`src/rtl/microc_stk_if.sv`:
```
// Core-side bus: instruction fetch from an external combinational ROM plus the
// valid/ready output port.
interface microc_stk_if #(
    parameter int DATA_W = 8,
    parameter int PC_W   = 10
);
    logic [PC_W-1:0]   pc;
    logic [15:0]       instr;
    logic [DATA_W-1:0] out_data;
    logic              out_valid;
    logic              out_ready;

    modport master (output pc, out_data, out_valid, input instr, out_ready);
    modport slave  (input pc, out_data, out_valid, output instr, out_ready);
endinterface

```
`src/rtl/microc_stk.sv`:
```
// Single-cycle microcontroller core: 16x register file, 8-op ALU, zero flag,
// hardware return-address stack and RUN/WAIT_OUT/HALT/FAULT control FSM.
module microc_stk #(
    parameter int DATA_W      = 8,
    parameter int PC_W        = 10,
    parameter int STACK_DEPTH = 4,
    localparam int SP_W       = $clog2(STACK_DEPTH + 1)
) (
    input  logic            clk,
    input  logic            reset,
    microc_stk_if.master    bus,
    output logic            z,
    output logic            halted,
    output logic            fault,
    output logic [SP_W-1:0] sp_level
);
    localparam int IDX_W = (STACK_DEPTH > 1) ? $clog2(STACK_DEPTH) : 1;
    localparam int STK_N = 1 << IDX_W;

    typedef enum logic [1:0] {RUN, WAIT_OUT, HALT, FAULT} state_t;

    state_t                       r_state;
    logic [PC_W-1:0]              r_pc;
    logic [15:0][DATA_W-1:0]      r_regs;
    logic                         r_z;
    logic [SP_W-1:0]              r_sp;
    logic [PC_W-1:0]              r_stk [0:STK_N-1];
    logic [DATA_W-1:0]            r_out_data;
    logic                         r_out_valid;
    logic                         r_halted;
    logic                         r_fault;

    logic [3:0]        w_rd, w_rs1, w_rs2;
    logic [DATA_W-1:0] w_a, w_b, w_res, w_imm;
    logic [PC_W-1:0]   w_tgt, w_pc_inc;
    logic [IDX_W-1:0]  w_push_idx, w_pop_idx;

    assign w_rd       = bus.instr[3:0];
    assign w_rs2      = bus.instr[7:4];
    assign w_rs1      = bus.instr[11:8];
    assign w_imm      = DATA_W'(bus.instr[11:4]);
    assign w_tgt      = PC_W'(bus.instr[11:0]);
    assign w_pc_inc   = r_pc + 1'b1;
    assign w_push_idx = IDX_W'(r_sp);
    assign w_pop_idx  = IDX_W'(r_sp - 1'b1);
    // R0 is hardwired to zero on the read side; writes to it are dropped below
    assign w_a        = (w_rs1 == 4'd0) ? '0 : r_regs[w_rs1];
    assign w_b        = (w_rs2 == 4'd0) ? '0 : r_regs[w_rs2];

    always_comb begin
        w_res = '0;
        case (bus.instr[14:12])
            3'b000: w_res = w_a;
            3'b001: w_res = ~w_a;
            3'b010: w_res = w_a + w_b;
            3'b011: w_res = w_a - w_b;
            3'b100: w_res = w_a & w_b;
            3'b101: w_res = w_a | w_b;
            3'b110: w_res = -w_a;
            default: w_res = -w_b;
        endcase
    end

    always_ff @(posedge clk) begin
        if (reset) begin
            r_state     <= RUN;
            r_pc        <= '0;
            r_regs      <= '0;
            r_z         <= 1'b0;
            r_sp        <= '0;
            r_out_data  <= '0;
            r_out_valid <= 1'b0;
            r_halted    <= 1'b0;
            r_fault     <= 1'b0;
        end else begin
            case (r_state)
                RUN: begin
                    if (!bus.instr[15]) begin
                        if (w_rd != 4'd0) r_regs[w_rd] <= w_res;
                        r_z  <= (w_res == '0);
                        r_pc <= w_pc_inc;
                    end else begin
                        case (bus.instr[14:12])
                            3'b000: begin
                                if (w_rd != 4'd0) r_regs[w_rd] <= w_imm;
                                r_pc <= w_pc_inc;
                            end
                            3'b001: r_pc <= w_tgt;
                            3'b010: r_pc <= r_z ? w_tgt : w_pc_inc;
                            3'b011: r_pc <= r_z ? w_pc_inc : w_tgt;
                            3'b100: begin
                                // a faulting call/return leaves pc and stack untouched
                                if (r_sp == SP_W'(STACK_DEPTH)) begin
                                    r_state <= FAULT;
                                    r_fault <= 1'b1;
                                end else begin
                                    r_stk[w_push_idx] <= w_pc_inc;
                                    r_sp <= r_sp + 1'b1;
                                    r_pc <= w_tgt;
                                end
                            end
                            3'b101: begin
                                if (r_sp == '0) begin
                                    r_state <= FAULT;
                                    r_fault <= 1'b1;
                                end else begin
                                    r_pc <= r_stk[w_pop_idx];
                                    r_sp <= r_sp - 1'b1;
                                end
                            end
                            3'b110: begin
                                r_out_data  <= w_a;
                                r_out_valid <= 1'b1;
                                r_pc        <= w_pc_inc;
                                r_state     <= WAIT_OUT;
                            end
                            default: begin
                                r_state  <= HALT;
                                r_halted <= 1'b1;
                            end
                        endcase
                    end
                end
                WAIT_OUT: begin
                    if (r_out_valid && bus.out_ready) begin
                        r_out_valid <= 1'b0;
                        r_state     <= RUN;
                    end
                end
                default: ;
            endcase
        end
    end

    assign bus.pc        = r_pc;
    assign bus.out_data  = r_out_data;
    assign bus.out_valid = r_out_valid;
    assign z             = r_z;
    assign halted        = r_halted;
    assign fault         = r_fault;
    assign sp_level      = r_sp;
endmodule

```
`src/flat_wrapper.sv`:
```
// flat-port wrapper written by rule: the top's interface ports become plain ports
module microc_stk_flat 
#(
    parameter int DATA_W      = 8,
    parameter int PC_W        = 10,
    parameter int STACK_DEPTH = 4,
    localparam int SP_W       = $clog2(STACK_DEPTH + 1)
)
  (clk, reset, z, halted, fault, sp_level, bus_pc, bus_out_data, bus_out_valid, bus_instr, bus_out_ready);
  microc_stk_if #(.DATA_W(DATA_W), .PC_W(PC_W)) bus_i ();
  input  logic clk;
  input  logic reset;
  output logic z;
  output logic halted;
  output logic fault;
  output logic [SP_W-1:0] sp_level;
  output wire logic [$bits(bus_i.pc)-1:0] bus_pc;
  output wire logic [$bits(bus_i.out_data)-1:0] bus_out_data;
  output wire logic [$bits(bus_i.out_valid)-1:0] bus_out_valid;
  input wire logic [$bits(bus_i.instr)-1:0] bus_instr;
  input wire logic [$bits(bus_i.out_ready)-1:0] bus_out_ready;
  assign bus_pc = bus_i.pc;
  assign bus_out_data = bus_i.out_data;
  assign bus_out_valid = bus_i.out_valid;
  assign bus_i.instr = bus_instr;
  assign bus_i.out_ready = bus_out_ready;
  microc_stk #(.DATA_W(DATA_W), .PC_W(PC_W), .STACK_DEPTH(STACK_DEPTH)) u_core (.clk(clk), .reset(reset), .bus(bus_i), .z(z), .halted(halted), .fault(fault), .sp_level(sp_level));
endmodule
```
`config.mk`:
```
export PLATFORM = sky130hd
export DESIGN_NAME = microc_stk_flat
export DESIGN_NICKNAME = d
export VERILOG_FILES = /design/src/rtl/microc_stk_if.sv /design/src/rtl/microc_stk.sv /design/src/flat_wrapper.sv
export SDC_FILE = /design/constraint.sdc
export NUM_CORES = 1
export LEC_CHECK = 0
export ABC_AREA = 1
export ABC_CLOCK_PERIOD_IN_PS = 9060
export CORE_ASPECT_RATIO = 0.75
export CORE_MARGIN = 4
export CORE_UTILIZATION = 55
export DETAILED_ROUTE_END_ITERATION = 8
export HOLD_SLACK_MARGIN = 0.05
export PLACE_DENSITY_LB_ADDON = 0.25
export SLEW_MARGIN = 25
export SYNTH_ARGS = -nofsm -noshare
export SYNTH_HDL_FRONTEND = slang
export SYNTH_SLANG_ARGS = --single-unit
```
`constraint.sdc`:
```
create_clock -name clk -period 9.06 [get_ports clk]
set_input_delay 1.812 -clock clk [delete_from_list [all_inputs] [get_ports clk]]
set_output_delay 1.812 -clock clk [all_outputs]
set_load 0.02 [all_outputs]
```
==> results of run 1 <==
## sequential cells by signal, summed over array words and instances, names as in the netlist
name,cells
u_core.r_stk,40
u_core.r_regs,128
u_core.sp_level,3
u_core.bus.pc,10
u_core.bus.out_data,8
u_core.halted,1
u_core.fault,1
u_core.z,1
u_core.bus.out_valid,1
u_core.r_state,2
## worst min-delay path, stage by stage, from the launching register on
cell and delay (ns):
dfxtp_1 0.31, inv_1 0.06, nor2_1 0.04
## layer usage
layer / GRT usage / up-vias
met5: 0 / -
met4: 0.0962 / 2
met3: 0.0943 / 66
met2: 0.449 / 781
met1: 0.506 / 5477
li1: - / 5728
## per-stage QoR
step / instance area, um^2 / std cells / util
floorplan: 11700 / 1757 / -
global placement: 12000 / 1991 / 0.582
detailed placement: 12000 / 1991 / 0.583
CTS: 12600 / 2023 / 0.613
global route: 12600 / 2023 / 0.613
finish: 12600 / 2023 / 0.613
## layout by cell type, fill, tap and decap left out, types with 3 or more instances in the layout
cell type,instances
inv_2,10
a21oi_1,225
dfxtp_1,155
or2_2,3
buf_4,13
nand4_1,4
o21ai_0,181
a221oi_1,7
nor2_4,3
o21ai_1,13
o22ai_1,7
o211ai_1,23
nor2_2,10
clkbuf_16,17
ha_1,18
a221o_1,3
nor2_1,123
inv_6,3
nor3_1,7
a21oi_2,4
edfxtp_1,40
xor2_1,10
xnor2_1,3
nand2_1,409
clkdlybuf4s50_1,39
clkinv_8,3
inv_1,197
nand3_1,163
nand2_2,13
buf_2,4
## path summary, 6_finish.rpt
path | end | slack, ns | cells after the start
setup / recovery | u_core.r_regs[69] | 2.51 | 30
hold / removal | u_core.r_regs[0] | 0.45 | 2
setup reg to reg | u_core.r_regs[69] | 5.02 | 28
hold reg to reg | u_core.r_regs[0] | 0.45 | 2
## layout make-up
cell class | count | area, um^2
fillers | 1961 | 7970
multi-input cells | 1249 | 6070
flip-flops and latches | 195 | 4300
inverters | 209 | 785
repair buffers | 56 | 508
clock buffers | 17 | 425
well taps | 282 | 353
clock inverters | 15 | 195
## power groups by stage
| stage | Sequential, uW | Combinational [uW] | Clock [uW] |
|---|---|---|---|
| finish | 931 | 475 | 802 |
| global route | 934 | 516 | 842 |
| CTS | 931 | 459 | 806 |
| detailed placement | 951 | 456 | 0 |
| global placement | 950 | 452 | 0 |
| floorplan | 956 | 319 | 0 |
## cell families (layout without fill, tap and decap cells)
kind of cell / after synthesis / after routing / synth area share
AOI/OAI and AO/OA: 474 / 474 / 0.216
xor gates and xnor gates: 13 / 13 / 0.00970
adders and majority gates: 19 / 19 / 0.0209
buffers and inverters: 313 / 297 / 0.117
DFF: 195 / 195 / 0.367
and+or+nand+nor: 743 / 743 / 0.269
==> impl_metrics.env, run 1 <==
export IMPL_status="completed"
export IMPL_synth_top_area_share=0.264
export IMPL_p_seq_frac=0.422
export IMPL_slew_violations=0
export IMPL_setup_tns_ns=0
export IMPL_postCtsHoldBufs=0
export IMPL_hold_path_startpoint="u_core.r_regs[0]"
export IMPL_clock_power_share=0.363
export IMPL_path_clk_slew_ns=0.07
export IMPL_grt_start_max_net_pins=82
export IMPL_yosysMostFrequentCell="nand2_1"
export IMPL_cts_resized_gates=0
export IMPL_syn_num_nets=1795
export IMPL_grt_usage=0.331
export IMPL_htree_levels=4
export IMPL_ys_async_sr_fraction=0
export IMPL_r2r_start="u_core.r_regs[64]"
export IMPL_yosysTopAreaCell="dfxtp_1"
export IMPL_synth_area_per_cell_um2=6.68
export IMPL_skew_ns=0.0122
export IMPL_rows=45
export IMPL_firstDrtPassIters=6
export IMPL_clock_sinks=195
export IMPL_min_period_ns=6.55
export IMPL_dp_slack_ns=2.24
export IMPL_drive_gt1_frac=0.0580
export IMPL_layout_nets=1766
export IMPL_yosysWarningCount=0
export IMPL_synth_common_cells="nand2_1 (409), a21oi_1 (225), inv_1 (198)"
export IMPL_port_buffers=43
export IMPL_cp_start_kind="primary input"
export IMPL_fmax_ghz=0.153
export IMPL_die_area_mm2=0.0238
export IMPL_drt_iter0_markers=1881
export IMPL_place_hpwl_um=27500
export IMPL_rsz0062_at_grt="false"
export IMPL_wl_met3_um=5290
export IMPL_wire_per_inst_um=19.7
export IMPL_crit_path_max_incr_delay_ns=0.56
export IMPL_antenna_found_initial=1
export IMPL_comb_power_share=0.215
export IMPL_powerDensity_mw_per_mm2=175
export IMPL_grt_pass1_vias=10500
export IMPL_end_kind="flip-flop"
export IMPL_hold_ws_ns=0.447
export IMPL_power_uw=2210
export IMPL_netlist_instances=1757
export IMPL_postCtsSetupBuffers=0
export IMPL_wirelength_um=39800
export IMPL_die_width_um=177
export IMPL_vias_per_cell=5.96
export IMPL_syn_cell_area_mm2=0.0117
export IMPL_cts_buffer_depth=2
export IMPL_ys_seq_area_frac=0.367
export IMPL_cts_tree="done"
export IMPL_cts_buffers=17
export IMPL_synth_top_cells_by_area="dfxtp_1 (26%), nand2_1 (13%), edfxtp_1 (10%)"
export IMPL_p_sw_uw=736
export IMPL_die_y_um=134
export IMPL_antenna_left=0
export IMPL_grt_overflow=0
export IMPL_synth_edff_count=40
export IMPL_critPathMaxFanout=38
export IMPL_grt_pass1_wl_um=61100
export IMPL_synth_seq_cells=195
export IMPL_fin_ws_ns=2.51
export IMPL_ios=44
export IMPL_p_int_uw=1470
export IMPL_clk_insertion_delay_late_ns=0.46
export IMPL_timing_max_cap_violations=0
export IMPL_slowest_stage="inv_1"
export IMPL_swShare=0.333
export IMPL_slew_headroom=0.249
export IMPL_finalHoldViolations=0
export IMPL_synth_main_ff_cell="dfxtp_1"
export IMPL_crit_top_cell="nand2_1"
export IMPL_worst_hold_path_type="flip-flop to flip-flop"
export IMPL_cp_required_ns=9.43
export IMPL_peakVddDrop_uv=129
export IMPL_criticalPathCategory="primary input to flip-flop"
export IMPL_core_area_mm2=0.0206
export IMPL_setup_worst_path_start="bus_instr[5]"
export IMPL_wl_met1_um=17700
export IMPL_via_count=12100
export IMPL_start_util=0.569
export IMPL_crit_buf_inv=4
export IMPL_critical_path_arrival_ns=6.92
export IMPL_diodes=0
export IMPL_syn_to_final_growth_pct=7.72
export IMPL_leakage_uw=0.00520
export IMPL_yosys_cell_types_count=43
export IMPL_crit_family="simple AND/OR/NAND/NOR gates"
export IMPL_dr_wl_met2_um=15900
export IMPL_period_share=0.723
export IMPL_finalSetupViolCount=0
export IMPL_highest_layer="met5"
export IMPL_tightest_slew_ns=1.12
export IMPL_gp_congestion=1.01
export IMPL_ctsRootBufferMaster="clkbuf_16"
export IMPL_remaining_drc_errors=0
No activity file was read; power rests on OpenSTA's default activity.
==> run 2: changes to the inputs <==
--- a/config.mk
+++ b/config.mk
@@ -6,7 +6,7 @@
 export NUM_CORES = 1
 export LEC_CHECK = 0
 export ABC_AREA = 1
-export ABC_CLOCK_PERIOD_IN_PS = 9060
+export ABC_CLOCK_PERIOD_IN_PS = 6700
 export CORE_ASPECT_RATIO = 0.75
 export CORE_MARGIN = 4
 export CORE_UTILIZATION = 55
==> constraint.sdc (replaced) <==
create_clock -name clk -period 6.7 [get_ports clk]
set_input_delay 1.34 -clock clk [delete_from_list [all_inputs] [get_ports clk]]
set_output_delay 1.34 -clock clk [all_outputs]
set_load 0.02 [all_outputs]
==> run 2 against run 1 <==
Effect of this change: via count grew 1.3%; final cell count grew 0.79%; global-route usage shrank 0.16 points; clock-buffer cell count grew 2; power grew 33%; sequential power grew 35%; utilization grew 0.35 points; critical path depth shrank 1; combinational power grew 35%; register-to-register slack lost 2.5 ns; critical path type unchanged; largest power group unchanged.
==> impl_metrics.env, run 2 (synthesis gave the netlist of run 1 again) <==
export IMPL_peakVddDrop_uv=173
export IMPL_dp_slack_ns=0.988
export IMPL_fin_area_mm2=0.0127
export IMPL_cts_resized_gates=0
export IMPL_place_hpwl_um=27200
export IMPL_finalHoldViolations=0
export IMPL_die_area_mm2=0.0238
export IMPL_htree_levels=4
export IMPL_syn_to_final_growth_pct=8.33
export IMPL_dpl_cell_area_mm2=0.0121
export IMPL_slowest_stage="clkdlybuf4s50_1"
export IMPL_wire_per_inst_um=19.2
export IMPL_via_count=12200
export IMPL_die_y_um=134
export IMPL_worst_hold_path_type="flip-flop to flip-flop"
export IMPL_ctsRootBufferMaster="clkbuf_16"
export IMPL_top_register="u_core.r_regs"
export IMPL_path_clk_slew_ns=0.08
export IMPL_timing_max_cap_violations=0
export IMPL_firstDrtPassIters=6
export IMPL_grt_start_max_net_pins=82
export IMPL_grt_pass1_wl_um=61400
export IMPL_gp_congestion=1.00
export IMPL_slew_violations=0
export IMPL_skew_ns=0.0153
export IMPL_critPathMaxFanout=15
export IMPL_power_uw=2940
export IMPL_fmax_ghz=0.182
export IMPL_postCtsSetupBuffers=0
export IMPL_dr_wl_met2_um=15500
export IMPL_cp_required_ns=6.99
export IMPL_wl_met1_um=16900
export IMPL_antenna_left=0
export IMPL_end_kind="flip-flop"
export IMPL_clock_sinks=195
export IMPL_drive_gt1_frac=0.0632
export IMPL_powerDensity_mw_per_mm2=232
export IMPL_criticalPathCategory="primary input to flip-flop"
export IMPL_setup_tns_ns=0
export IMPL_period_share=0.819
export IMPL_clk_insertion_delay_late_ns=0.46
export IMPL_remaining_drc_errors=0
export IMPL_wl_met3_um=5660
export IMPL_status="completed"
export IMPL_port_buffers=43
export IMPL_die_width_um=177
export IMPL_grt_overflow=0
export IMPL_largest_reg_flops=128
export IMPL_crit_path_max_incr_delay_ns=0.45
export IMPL_cp_start_kind="primary input"
export IMPL_fin_ws_ns=1.21
export IMPL_grt_pass1_vias=10900
export IMPL_antenna_found_initial=0
export IMPL_start_util=0.569
export IMPL_cts_tree="done"
export IMPL_postCtsHoldBufs=0
export IMPL_crit_top_cell="nand2_1"
export IMPL_tightest_slew_ns=1.07
export IMPL_diodes=0
export IMPL_vias_per_cell=5.99
export IMPL_cts_buffer_depth=2
export IMPL_fillers=1913
export IMPL_finalSetupViolCount=0
export IMPL_final_common_cell="nand2_1"
export IMPL_rsz0062_at_grt="false"
export IMPL_min_period_ns=5.49
export IMPL_wirelength_um=39100
export IMPL_critical_path_arrival_ns=5.78
export IMPL_core_area_mm2=0.0206
export IMPL_grt_usage=0.329
export IMPL_rows=45
export IMPL_ios=44
export IMPL_mostFrequentLayoutCells="nand2_1 (409), a21oi_1 (225), inv_1 (197)"
export IMPL_slew_headroom=0.284
export IMPL_highest_layer="met4"
export IMPL_leakage_uw=0.00526
export IMPL_cts_buffers=17
export IMPL_layout_nets=1782
export IMPL_drt_iter0_markers=2001
## run 2: cell count changes in the layout (fill, tap and decap cells not counted)
cell	before	now
o21ai_2	2	0
clkinvlp_4	2	1
nor2_2	10	9
bufinv_16	2	1
buf_4	13	29
clkbuf_1	0	2
clkinvlp_2	1	0
clkinv_8	3	2
nor2_1	123	124
clkinv_1	2	3
o21ai_1	13	15
clkinv_4	2	3
## run 2: worst paths after layout
check / start / endpoint / slack (ns) / cells after the start
worst max-delay path: bus_instr[5] / u_core.r_regs[79] / 1.21 / 29
worst min-delay path: u_core.r_regs[6] / u_core.r_regs[6] / 0.45 / 2
worst max register to register: u_core.r_regs[112] / u_core.r_regs[117] / 2.50 / 28
worst min register to register: u_core.r_regs[6] / u_core.r_regs[6] / 0.45 / 2
## run 2: metrics by stage
step	util	hold slack [ns]	instances
2_1_floorplan	-	0.410	1757
3_3_place_gp	0.588	0.429	2007
3_5_place_dp	0.588	0.438	2007
4_1_cts	0.617	0.451	2039
5_1_grt	0.617	0.475	2039
6_report	0.617	0.450	2039
## run 2: report_power, final
| part | internal [uW] | switching, uW | total [uW] | leakage [uW] |
|---|---|---|---|---|
| sequential | 1230 | 26.2 | 1260 | 0.00162 |
| clock | 528 | 513 | 1040 | 0.000280 |
| combinational | 196 | 448 | 643 | 0.00337 |
| total | 1960 | 986 | 2940 | 0.00526 |
## run 2: layer usage
metal	GRT usage	up-vias
met3	0.0966	71
li1	-	5763
met4	0.109	0
met2	0.450	836
met5	0	-
met1	0.494	5539
## run 2: final cells by class
type                    count  area (um^2)  area share
clock buffers              19          433      0.0341
clock inverters            13          149      0.0117
inverters                 209          785      0.0617
multi-input cells        1249         6060       0.477
flip-flops and latches    195         4300       0.339
well taps                 282          353      0.0278
repair buffers             72          628      0.0494
## run 2: critical path, delay by kind of cell
| family | cells | cell delay, ns |
|---|---|---|
| buf+inv | 4 | 1.27 |
| fa+ha+maj | 2 | 0.51 |
| xor+xnor | 2 | 0.41 |
| simple gates | 15 | 1.50 |
| compound gates | 6 | 0.75 |
==> run 3: changes to the inputs <==
--- a/config.mk
+++ b/config.mk
@@ -6,7 +6,7 @@
 export NUM_CORES = 1
 export LEC_CHECK = 0
 export ABC_AREA = 1
-export ABC_CLOCK_PERIOD_IN_PS = 6700
+export ABC_CLOCK_PERIOD_IN_PS = 5370
 export CORE_ASPECT_RATIO = 0.75
 export CORE_MARGIN = 4
 export CORE_UTILIZATION = 55
==> constraint.sdc (replaced) <==
create_clock -name clk -period 5.37 [get_ports clk]
set_input_delay 1.074 -clock clk [delete_from_list [all_inputs] [get_ports clk]]
set_output_delay 1.074 -clock clk [all_outputs]
set_load 0.02 [all_outputs]
==> run 3 against run 2 <==
Effect of this change: sequential power up 25%; largest cell class unchanged; clock skew about the same; register-to-register slack worse by 0.96 ns; critical path type unchanged; power up 25%; combinational power up 28%.
==> impl_metrics.env, run 3 (synthesis gave the netlist of run 1 again) <==
export IMPL_status="completed"
export IMPL_critical_path_arrival_ns=5.21
export IMPL_top_register="u_core.r_regs"
export IMPL_r2r_start="u_core.r_regs[24]"
export IMPL_finalHoldViolations=0
export IMPL_port_buffers=43
export IMPL_remaining_drc_errors=0
export IMPL_min_period_ns=4.84
export IMPL_leakage_uw=0.00538
export IMPL_met2_usage=0.446
export IMPL_use_met1=0.477
export IMPL_final_common_cell="nand2_1"
export IMPL_fillers=1918
export IMPL_setup_worst_path_start="bus_instr[5]"
export IMPL_power_uw=3680
export IMPL_p_seq_frac=0.427
export IMPL_drt_iter0_markers=1871
export IMPL_dpl_cell_area_mm2=0.0123
export IMPL_grt_usage=0.321
export IMPL_critPathCapture="u_core.r_regs[77]"
export IMPL_cp_required_ns=5.75
export IMPL_slowest_stage="clkdlybuf4s50_1"
export IMPL_clock_sinks=195
export IMPL_htree_levels=4
export IMPL_ctsRootBufferMaster="clkbuf_16"
export IMPL_peakVddDrop_uv=220
export IMPL_setup_tns_ns=0
export IMPL_diodes=0
export IMPL_fin_area_mm2=0.0129
export IMPL_drive_gt1_frac=0.0727
export IMPL_core_area_mm2=0.0206
export IMPL_postCtsSetupBuffers=0
export IMPL_swShare=0.342
export IMPL_powerDensity_mw_per_mm2=285
export IMPL_worst_hold_path_type="flip-flop to flip-flop"
export IMPL_cts_tree="done"
export IMPL_wire_per_inst_um=18.9
export IMPL_antenna_found_initial=0
export IMPL_via_count=12300
export IMPL_mostFrequentLayoutCells="nand2_1 (409), a21oi_1 (225), inv_1 (197)"
export IMPL_criticalPathCategory="primary input to flip-flop"
export IMPL_cts_buffers=17
export IMPL_multi_input_area_mm2=0.00605
export IMPL_slew_headroom=0.277
export IMPL_start_util=0.569
export IMPL_firstDrtPassIters=6
export IMPL_syn_to_final_growth_pct=9.97
export IMPL_ff2ff_path_depth=30
export IMPL_cp_start_kind="primary input"
export IMPL_globalRouteMet3Util=0.0921
export IMPL_cts_resized_gates=0
export IMPL_die_area_mm2=0.0238
export IMPL_end_kind="flip-flop"
export IMPL_place_hpwl_um=26900
export IMPL_ios=44
export IMPL_skew_ns=0.0148
export IMPL_dp_slack_ns=0.167
export IMPL_path_clk_slew_ns=0.08
export IMPL_r2r_end="u_core.r_regs[77]"
export IMPL_die_y_um=134
export IMPL_layout_nets=1800
export IMPL_comb_power_share=0.223
export IMPL_vias_per_cell=5.96
export IMPL_fmax_ghz=0.207
export IMPL_timing_max_cap_violations=0
export IMPL_slew_violations=0
export IMPL_gp_congestion=1.05
export IMPL_critPathMaxFanout=21
export IMPL_grt_start_max_net_pins=81
export IMPL_rsz0062_at_grt="false"
export IMPL_clock_power_share=0.350
export IMPL_register_area_mm2=0.00430
export IMPL_rows=45
export IMPL_fin_ws_ns=0.532
export IMPL_grt_overflow=0
export IMPL_grt_pass1_vias=10700
export IMPL_largest_reg_flops=128
export IMPL_p_sw_uw=1260
export IMPL_die_width_um=177
export IMPL_finalSetupViolCount=0
export IMPL_tightest_slew_ns=1.08
export IMPL_p_int_uw=2420
export IMPL_antenna_left=0
export IMPL_period_share=0.901
export IMPL_wirelength_um=38900
export IMPL_postCtsHoldBufs=0
export IMPL_cts_buffer_depth=2
export IMPL_crit_path_max_incr_delay_ns=0.54
export IMPL_crit_top_cell="nand2_1"
export IMPL_grt_pass1_wl_um=60300
export IMPL_busiest_layer="met1"
export IMPL_utilization=0.626
export IMPL_clk_insertion_delay_late_ns=0.46
export IMPL_r2r_setup_slack_ns=1.54
## run 3: cell types whose count changed in the layout (fill, tap and decap cells not counted), moves of 2 or more
cell      delta
buf_12       +5
buf_4       +13
clkbuf_1     -2
inv_8        +2
nor2_1       +3
nor2_2       -3
## run 3: layout make-up
class,count,share of cell area
sequential,195,0.334
inverter,209,0.0608
clock inverter,15,0.0123
tap,282,0.0273
clock buffer,17,0.0330
multi-input combinational,1249,0.469
timing repair buffer,90,0.0640
## run 3: power by group through the flow
stage                     Clock, uW  Sequential [uW]  Combinational [uW]
after floorplan                   0             1610                 538
after global placement            0             1600                 784
after detailed placement          0             1600                 789
after CTS                      1290             1570                 795
after global routing           1350             1580                 891
final                          1290             1570                 820
## run 3: per-layer routing
layer | part of all wire | vias to the layer above
met5 | 0 | -
met4 | 0.029 | 0
met3 | 0.13 | 80
met2 | 0.40 | 802
met1 | 0.43 | 5580
li1 | - | 5795
## run 3: metrics by stage
stage / std cells / hold WS, ns
6_report: 2057 / 0.452
5_1_grt: 2057 / 0.469
4_1_cts: 2057 / 0.449
3_5_place_dp: 2025 / 0.437
3_3_place_gp: 2025 / 0.432
2_1_floorplan: 1757 / 0.410
## run 3: worst max-delay path, delay by kind of cell
family	cells	cell delay, ns
compound gates	5	0.88
xor+xnor	1	0.15
buf+inv	4	0.89
fa+ha+maj	2	0.60
simple gates	18	1.57
## run 3: worst min path at each step
stage,start,endpoint,slack [ns],depth (start not counted)
after global routing,u_core.r_regs[7],u_core.r_regs[7],0.47,2
after CTS,u_core.r_regs[6],u_core.r_regs[6],0.45,2
final,u_core.r_regs[6],u_core.r_regs[6],0.45,2
after floorplan,u_core.r_regs[7],u_core.r_regs[7],0.41,2
after detailed placement,u_core.r_regs[6],u_core.r_regs[6],0.44,2
after global placement,u_core.r_regs[0],u_core.r_regs[0],0.43,2
